==> config.mk <==
export PLATFORM = sky130hd
export DESIGN_NAME = prog_loader
export DESIGN_NICKNAME = d
export VERILOG_FILES = /design/src/rtl/prog_loader.sv
export SDC_FILE = /design/constraint.sdc
export NUM_CORES = 1
export LEC_CHECK = 0
export CORE_MARGIN = 2
export CORE_UTILIZATION = 35
export DETAILED_ROUTE_END_ITERATION = 8
export PLACE_DENSITY = 0.66
export SLEW_MARGIN = 0
export SYNTH_ARGS = -nofsm -noshare
export SYNTH_HDL_FRONTEND = slang
export SYNTH_SLANG_ARGS = --single-unit
==> constraint.sdc <==
create_clock -name clk -period 1.8 [get_ports clk]
set_input_delay 0.36 -clock clk [delete_from_list [all_inputs] [get_ports clk]]
set_output_delay 0.36 -clock clk [all_outputs]
set_load 0.01 [all_outputs]
==> src/rtl/prog_loader.sv <==
// Byte-stream program loader for picoMIPS: writes a framed image into program memory, holding the CPU in reset until done.
// Defining LOADER_CHECKSUM_EN adds a trailing XOR checksum byte to the frame (CHECK state).
module prog_loader #(
    parameter int Psize = 4,
    parameter int Isize = 17
) (
    input  logic             clk,
    input  logic             reset,
    input  logic             start,
    input  logic [7:0]       rx_data,
    input  logic             rx_valid,
    output logic             rx_ready,
    output logic             we,
    output logic [Psize-1:0] waddr,
    output logic [Isize-1:0] wdata,
    output logic             cpu_reset,
    output logic             done,
    output logic             error,
    output logic [2:0]       dbg_state
);
    localparam int NB = (Isize + 7) / 8;
    localparam int BW = (NB > 1) ? $clog2(NB) : 1;
    localparam logic [Psize:0] ONE_W = 1;

`ifdef LOADER_CHECKSUM_EN
    typedef enum logic [2:0] {IDLE, COUNT, DATA, CHECK, LAST, DONE, ERROR} state_t;
`else
    typedef enum logic [2:0] {IDLE, COUNT, DATA, LAST, DONE, ERROR} state_t;
`endif

    // Handshake: a byte moves on a rising edge where rx_valid && rx_ready.
    // rx_ready depends only on the registered state, never on rx_valid.
    state_t            state_q;
    logic [Psize:0]    cnt_q;
    logic [Psize:0]    widx_q;
    logic [BW-1:0]     bidx_q;
    logic [NB*8-1:0]   shift_q;
    logic              we_q;
    logic [Psize-1:0]  waddr_q;
    logic [Isize-1:0]  wdata_q;
    logic              cpu_reset_q;
    logic              done_q;
    logic              error_q;
`ifdef LOADER_CHECKSUM_EN
    logic [7:0]        xor_q;
`endif

    logic              accept;
    logic              last_byte;
    logic              last_word;
    logic [NB*8-1:0]   word_d;

    always_comb begin
        rx_ready = 1'b0;
        case (state_q)
            COUNT, DATA: rx_ready = 1'b1;
`ifdef LOADER_CHECKSUM_EN
            CHECK:       rx_ready = 1'b1;
`endif
            default:     rx_ready = 1'b0;
        endcase
    end

    assign accept    = rx_valid && rx_ready;
    assign last_byte = (bidx_q == BW'(NB - 1));
    assign last_word = (widx_q == cnt_q - ONE_W);
    // Bytes arrive MSB first; older bytes fall off the top of the window.
    assign word_d    = (shift_q << 8) | (NB*8)'(rx_data);

    always_ff @(posedge clk or posedge reset) begin
        if (reset) begin
            state_q     <= IDLE;
            cnt_q       <= '0;
            widx_q      <= '0;
            bidx_q      <= '0;
            shift_q     <= '0;
            we_q        <= 1'b0;
            waddr_q     <= '0;
            wdata_q     <= '0;
            cpu_reset_q <= 1'b1;
            done_q      <= 1'b0;
            error_q     <= 1'b0;
`ifdef LOADER_CHECKSUM_EN
            xor_q       <= '0;
`endif
        end else begin
            we_q <= 1'b0;
            case (state_q)
                IDLE: if (start) state_q <= COUNT;
                COUNT: if (accept) begin
                    if (rx_data == 8'd0 || int'(rx_data) > (1 << Psize)) begin
                        state_q <= ERROR;
                        error_q <= 1'b1;
                    end else begin
                        cnt_q   <= (Psize+1)'(rx_data);
                        widx_q  <= '0;
                        bidx_q  <= '0;
                        state_q <= DATA;
                    end
`ifdef LOADER_CHECKSUM_EN
                    xor_q <= rx_data;
`endif
                end
                DATA: if (accept) begin
`ifdef LOADER_CHECKSUM_EN
                    xor_q <= xor_q ^ rx_data;
`endif
                    if (last_byte) begin
                        we_q    <= 1'b1;
                        waddr_q <= widx_q[Psize-1:0];
                        wdata_q <= word_d[Isize-1:0];
                        bidx_q  <= '0;
                        widx_q  <= widx_q + ONE_W;
                        if (last_word) begin
`ifdef LOADER_CHECKSUM_EN
                            state_q <= CHECK;
`else
                            state_q <= LAST;
`endif
                        end
                    end else begin
                        shift_q <= word_d;
                        bidx_q  <= bidx_q + BW'(1);
                    end
                end
`ifdef LOADER_CHECKSUM_EN
                CHECK: if (accept) begin
                    if (rx_data == xor_q) begin
                        state_q     <= DONE;
                        done_q      <= 1'b1;
                        cpu_reset_q <= 1'b0;
                    end else begin
                        state_q <= ERROR;
                        error_q <= 1'b1;
                    end
                end
`endif
                LAST: begin
                    state_q     <= DONE;
                    done_q      <= 1'b1;
                    cpu_reset_q <= 1'b0;
                end
                DONE: if (start) begin
                    state_q     <= COUNT;
                    done_q      <= 1'b0;
                    cpu_reset_q <= 1'b1;
                end
                ERROR: if (start) begin
                    state_q <= COUNT;
                    error_q <= 1'b0;
                end
                default: state_q <= IDLE;
            endcase
        end
    end

    assign we        = we_q;
    assign waddr     = waddr_q;
    assign wdata     = wdata_q;
    assign cpu_reset = cpu_reset_q;
    assign done      = done_q;
    assign error     = error_q;
    assign dbg_state = state_q;
endmodule

### Yosys cells after proc, flatten, opt, wreduce, memory -nomap -nowiden

Cells that the tools add are included.

* magnitude comparators: 1
* bitwise gates (word level): 3
* eq/ne operators: 16
* add/subtract/negate cells: 3
* muxes and demuxes: 28
* reductions and logical operators: 17

Operator list (number)
* $mux W5: 4
* $mux W3: 6
* $or A17 B8 Y17: 1
* $ne A2 B2 Y1 const B: 8
* $pmux W3 S4: 1
* $pmux W5 S2: 1
* $reduce_and A5 Y1: 2
* $reduce_and A3 Y1: 3
* $gt A8 B5 Y1 const B: 1
* $logic_not A8 Y1: 1
* $mux W1: 8
* $mux W2: 4
* $reduce_and A4 Y1: 2
* $eq A3 B2 Y1 const B: 2
* $eq A3 B3 Y1 const B: 2
* $pmux W1 S2: 3
* $reduce_bool A2 Y1: 3
* $add A5 B1 Y5 const B: 1
* $eq A5 B5 Y1: 1
* $sub A5 B1 Y5 const B: 1
* $pmux W2 S2: 1
* $eq A3 B1 Y1 const B: 1
* $logic_not A3 Y1: 1
* $reduce_or A3 Y1: 1
* other kinds (8): 9

* logic and storage cells: 79
* register bits: 49

### Depth between registers and ports, before layout

* word-level depth: 6
* depth in mapped cells: 7

### Worst setup path after synthesis

OpenSTA, ideal clock, no wires.

* kind: reg2reg
* start point: reg state_q[0], in the netlist dbg_state[0]
* end point: reg widx_q[4]
* slack: -82 ps
* path buffers: 1
* required time: 1722 ps
* stages on the path, launching flop included: 7
* data arrival time: 1804 ps
* clock period less this slack: 1882 ps
* path through: dfrtp_1 > buf_4 > nor4bb_1 > nor2_1 > a211o_1 > or3_1 > a21oi_1

* longest elaborated chain between the ends: 6

RTL lines
* start, declared: line 33 `state_t state_q;`
* start signal, assigned: line 72 `state_q <= IDLE;`
* start signal, assigned: line 89 `IDLE: if (start) state_q <= COUNT;`
* start signal, assigned: line 92 `state_q <= ERROR;`
* $eq A3 B2 Y1 or $eq A3 B1 Y1 (tied branches): line 55, 88
* $reduce_or A2 Y1: line 55 `case (state_q)`
* $mux W1: line 55
* $logic_and A1 B1 Y1: line 64 `assign accept = rx_valid && rx_ready;`
* $ne A2 B2 Y1 (no source line)
* $reduce_and A5 Y1 (no source line)
* end signal, assigned: line 113 `widx_q <= widx_q + ONE_W;`
* end, declared: line 35 `logic [Psize:0] widx_q;`

Several ways; a longest one is shown, not always the timed one.
A chain may end at the register's enable or synchronous reset.

### Worst setup path after layout

* start point: reg state_q[0], in the netlist dbg_state[0]
* end point: reg shift_q[1]

* longest elaborated chain between the ends: 5

RTL lines
* $eq A3 B2 Y1 or $eq A3 B1 Y1 (tied branches): line 55, 88
* $reduce_or A2 Y1: line 55
* $mux W1: line 55
* $logic_and A1 B1 Y1: line 64
* $reduce_and A3 Y1 (no source line) (*)
* end signal, assigned: line 122 `shift_q <= word_d;`
* end, declared: line 37 `logic [NB*8-1:0] shift_q;`

Every way passes the cells marked *; elsewhere a longest branch is shown, timed or not.

==> metrics.txt <==
DR iter-0 viols 49; proportion of layout cells with a drive suffix above 1 37.40%; # rows 29; Pwr Density 1075 nW/µm²; final hold slack 333.5 ps; vias 1,648; diode count 0; drt pass-1 iters 4; FF+latch area 1227 µm²; worst slack, placed -585.1 ps; r2r worst-path depth 4; met3 routed WL 151 µm; placed cells 323; Layout fillers 567; FF+latch count, synth 49; RSZ-0062 raised after global routing true; metal2 WL 2376 µm; input/output buffers 40; Setup crit end shift_q[1]; vias in the first global route 1,673; Layout Skew 7.109 ps; synth warn 0; register area share after synthesis 54.62%; # IOs 41; drt total wl 4760 µm; RR Startpoint dbg_state[0]; Die Y 84.13 µm; ys flop type dfrtp_1; worst slew pin tran 389.9 ps; Worst setup EP type flip-flop; CP Class flip-flop to flip-flop; Synth Net Count 196; initial antenna violation count 0; Data required, critical path 1990 ps; Finished Layout Cells 331; setup violators final 0; clock-pin slew on the worst setup and hold paths 90 ps; area grow syn2layout 39.75%; slack of the critical path 40.50 ps; Post-synth ARST share 100.0%; Final ANT Viol Nets 0; Max-Cap Viols 0; Final period util 97.75%; max layer used met4; CTS Buf Count 5; LEAKAGE 1.483 nW; CP arrival 1950 ps; top post-synthesis cells by area dfrtp_1, mux2_2, o21ai_0; synthesized cell area 2247 µm²; DRC viols 0; final core area utilization 50.03%; CTS Buffer Depth 2; HPWL after DPL 3448 µm; Avg WL per Cell 14.38 µm; grt ovf 0; vias per cell 4.979; clk root buf clkbuf_8; crit path from dbg_state[0]; CTS H-tree depth 2; WL met1 2179 µm; global-route wire length before repair 8093 µm; max-slew violations 0; Final TNS setup 0 ps; VDD IR max 0.0004627 V; fin crit period 1760 ps; Final Wtd Congestion 0.7812; overall power 3.377 mW; Final Hold Viols 0; Yosys top cell area share 53.45%; Hold Crit Class primary input to async pin; clk sink count 49; Synth area leader dfrtp_1; Achievable Freq 568.3 MHz; post-CTS setup repair buffer count 0; clk_lat worst skew 300 ps; pin count of the biggest net entering global routing 36; area occupied by multi-input gates 1030 µm²; worst r2r dst shift_q[1]; CP startpoint kind flip-flop; hold buffers post-CTS 0; number of flops mapped to enable cells by yosys 0; Syn Inst Count 182; internal reg-to-reg setup slack 40 ps; status complete, no violations; die area 7077 µm²; starting density of the core 35.80%; core area 6277 µm²; fin area 3141 µm²; crit-path max FO 8; Placement Cell Area 2968 µm²; CTS tree done; Final #Nets 267; Max-Slew Margin vs Limit 73.73%; GRT Total Usage 14.35%; DIE WIDTH 84.13 µm; Yosys cell types 39; syn_area_per_cell 12.35 µm²
==> state kept, by name, summed over array words and instances (netlist names), 2 cells and up <==
signal,flops
bidx_q,2
cnt_q,5
dbg_state,3
shift_q,9
waddr,4
wdata,17
widx_q,5
==> final cells by class <==
class	count	area share [%]
clock inverters	3	0.7968
clock buffers	5	2.191
multi-input cells	118	32.79
flip-flops and latches	49	39.08
inverters	7	0.8367
repair buffers	72	21.24
well taps	77	3.068
==> worst min-delay path by stage <==
| stage | from | to | slack, ps |
|---|---|---|---|
| detailed placement | cpu_reset | cpu_reset | 490 |
| CTS | reset | waddr[2] | 350 |
| finish | reset | waddr[2] | 330 |
| floorplan | shift_q[2] | wdata[10] | 470 |
| global route | reset | widx_q[3] | 370 |
| global placement | cpu_reset | cpu_reset | 480 |
==> kinds of logic after synthesis <==
family | Yosys count | share of synthesized area, %
fa+ha+maj | 2 | 1.113
mux | 37 | 18.82
flops | 49 | 54.62
compound gates | 29 | 8.074
xor+xnor | 7 | 2.728
simple gates | 43 | 10.86
buf+inv | 15 | 3.786
==> critical path, stage by stage, from the launching register on <==
cell     delay [ps]
dfrtp_1         420
or3b_4          420
or3_1           340
buf_4           190
mux2_2          280
==> synth_stat cells, types with 3 or more instances <==
| cell type | number |
|---|---|
| dfrtp_1 | 48 |
| mux2_2 | 35 |
| nand2_1 | 12 |
| o21ai_0 | 10 |
| a21oi_1 | 7 |
| inv_1 | 7 |
| nor2_1 | 6 |
| o31ai_1 | 5 |
| nor3_1 | 4 |
| or3_1 | 4 |
| xnor2_1 | 4 |
| buf_2 | 3 |
| nand4_1 | 3 |
| xor2_1 | 3 |
==> timing repair <==
| action | 4_1_cts | 5_1_grt |
|---|---|---|
| endpoints found under the setup margin | 14 | 34 |
| gates resized for setup | 16 | 17 |
| pin swaps | 4 | 6 |
| cloned | 0 | 0 |
| endpoints found under the hold margin | 0 | 0 |
==> metal layers <==
metal / vias up / global-route usage (%)
met5: - / 0
li1: 795 / -
met2: 25 / 23.52
met4: 0 / 3.959
met1: 823 / 19.20
met3: 5 / 3.264
==> power by group <==
part	internal (mW)	switching (mW)
Clock	0.281	0.391
Combinational	0.668	0.565
Sequential	1.32	0.154
Total	2.27	1.11
==> cell usage in the layout (no fill, tap or decap), types with 2 or more instances in the layout <==
cell type	n
buf_12	2
nand4_1	3
dlygate4sd2_1	7
nand2_1	10
dlymetal6s2s_1	3
nor3_1	3
xnor2_1	4
or3_1	3
dfrtp_1	48
nor2_1	5
o21ai_0	8
inv_1	6
mux2_2	35
buf_4	28
o2111ai_1	2
xor2_1	3
clkbuf_8	5
nand2_2	2
o31ai_1	3
nor4_4	2
o21ai_1	2
buf_6	2
nand3_1	2
nand2b_1	2
clkdlybuf4s50_1	29
ha_1	2
a21oi_1	6
Note: power is estimated with default switching activity, not from simulation.
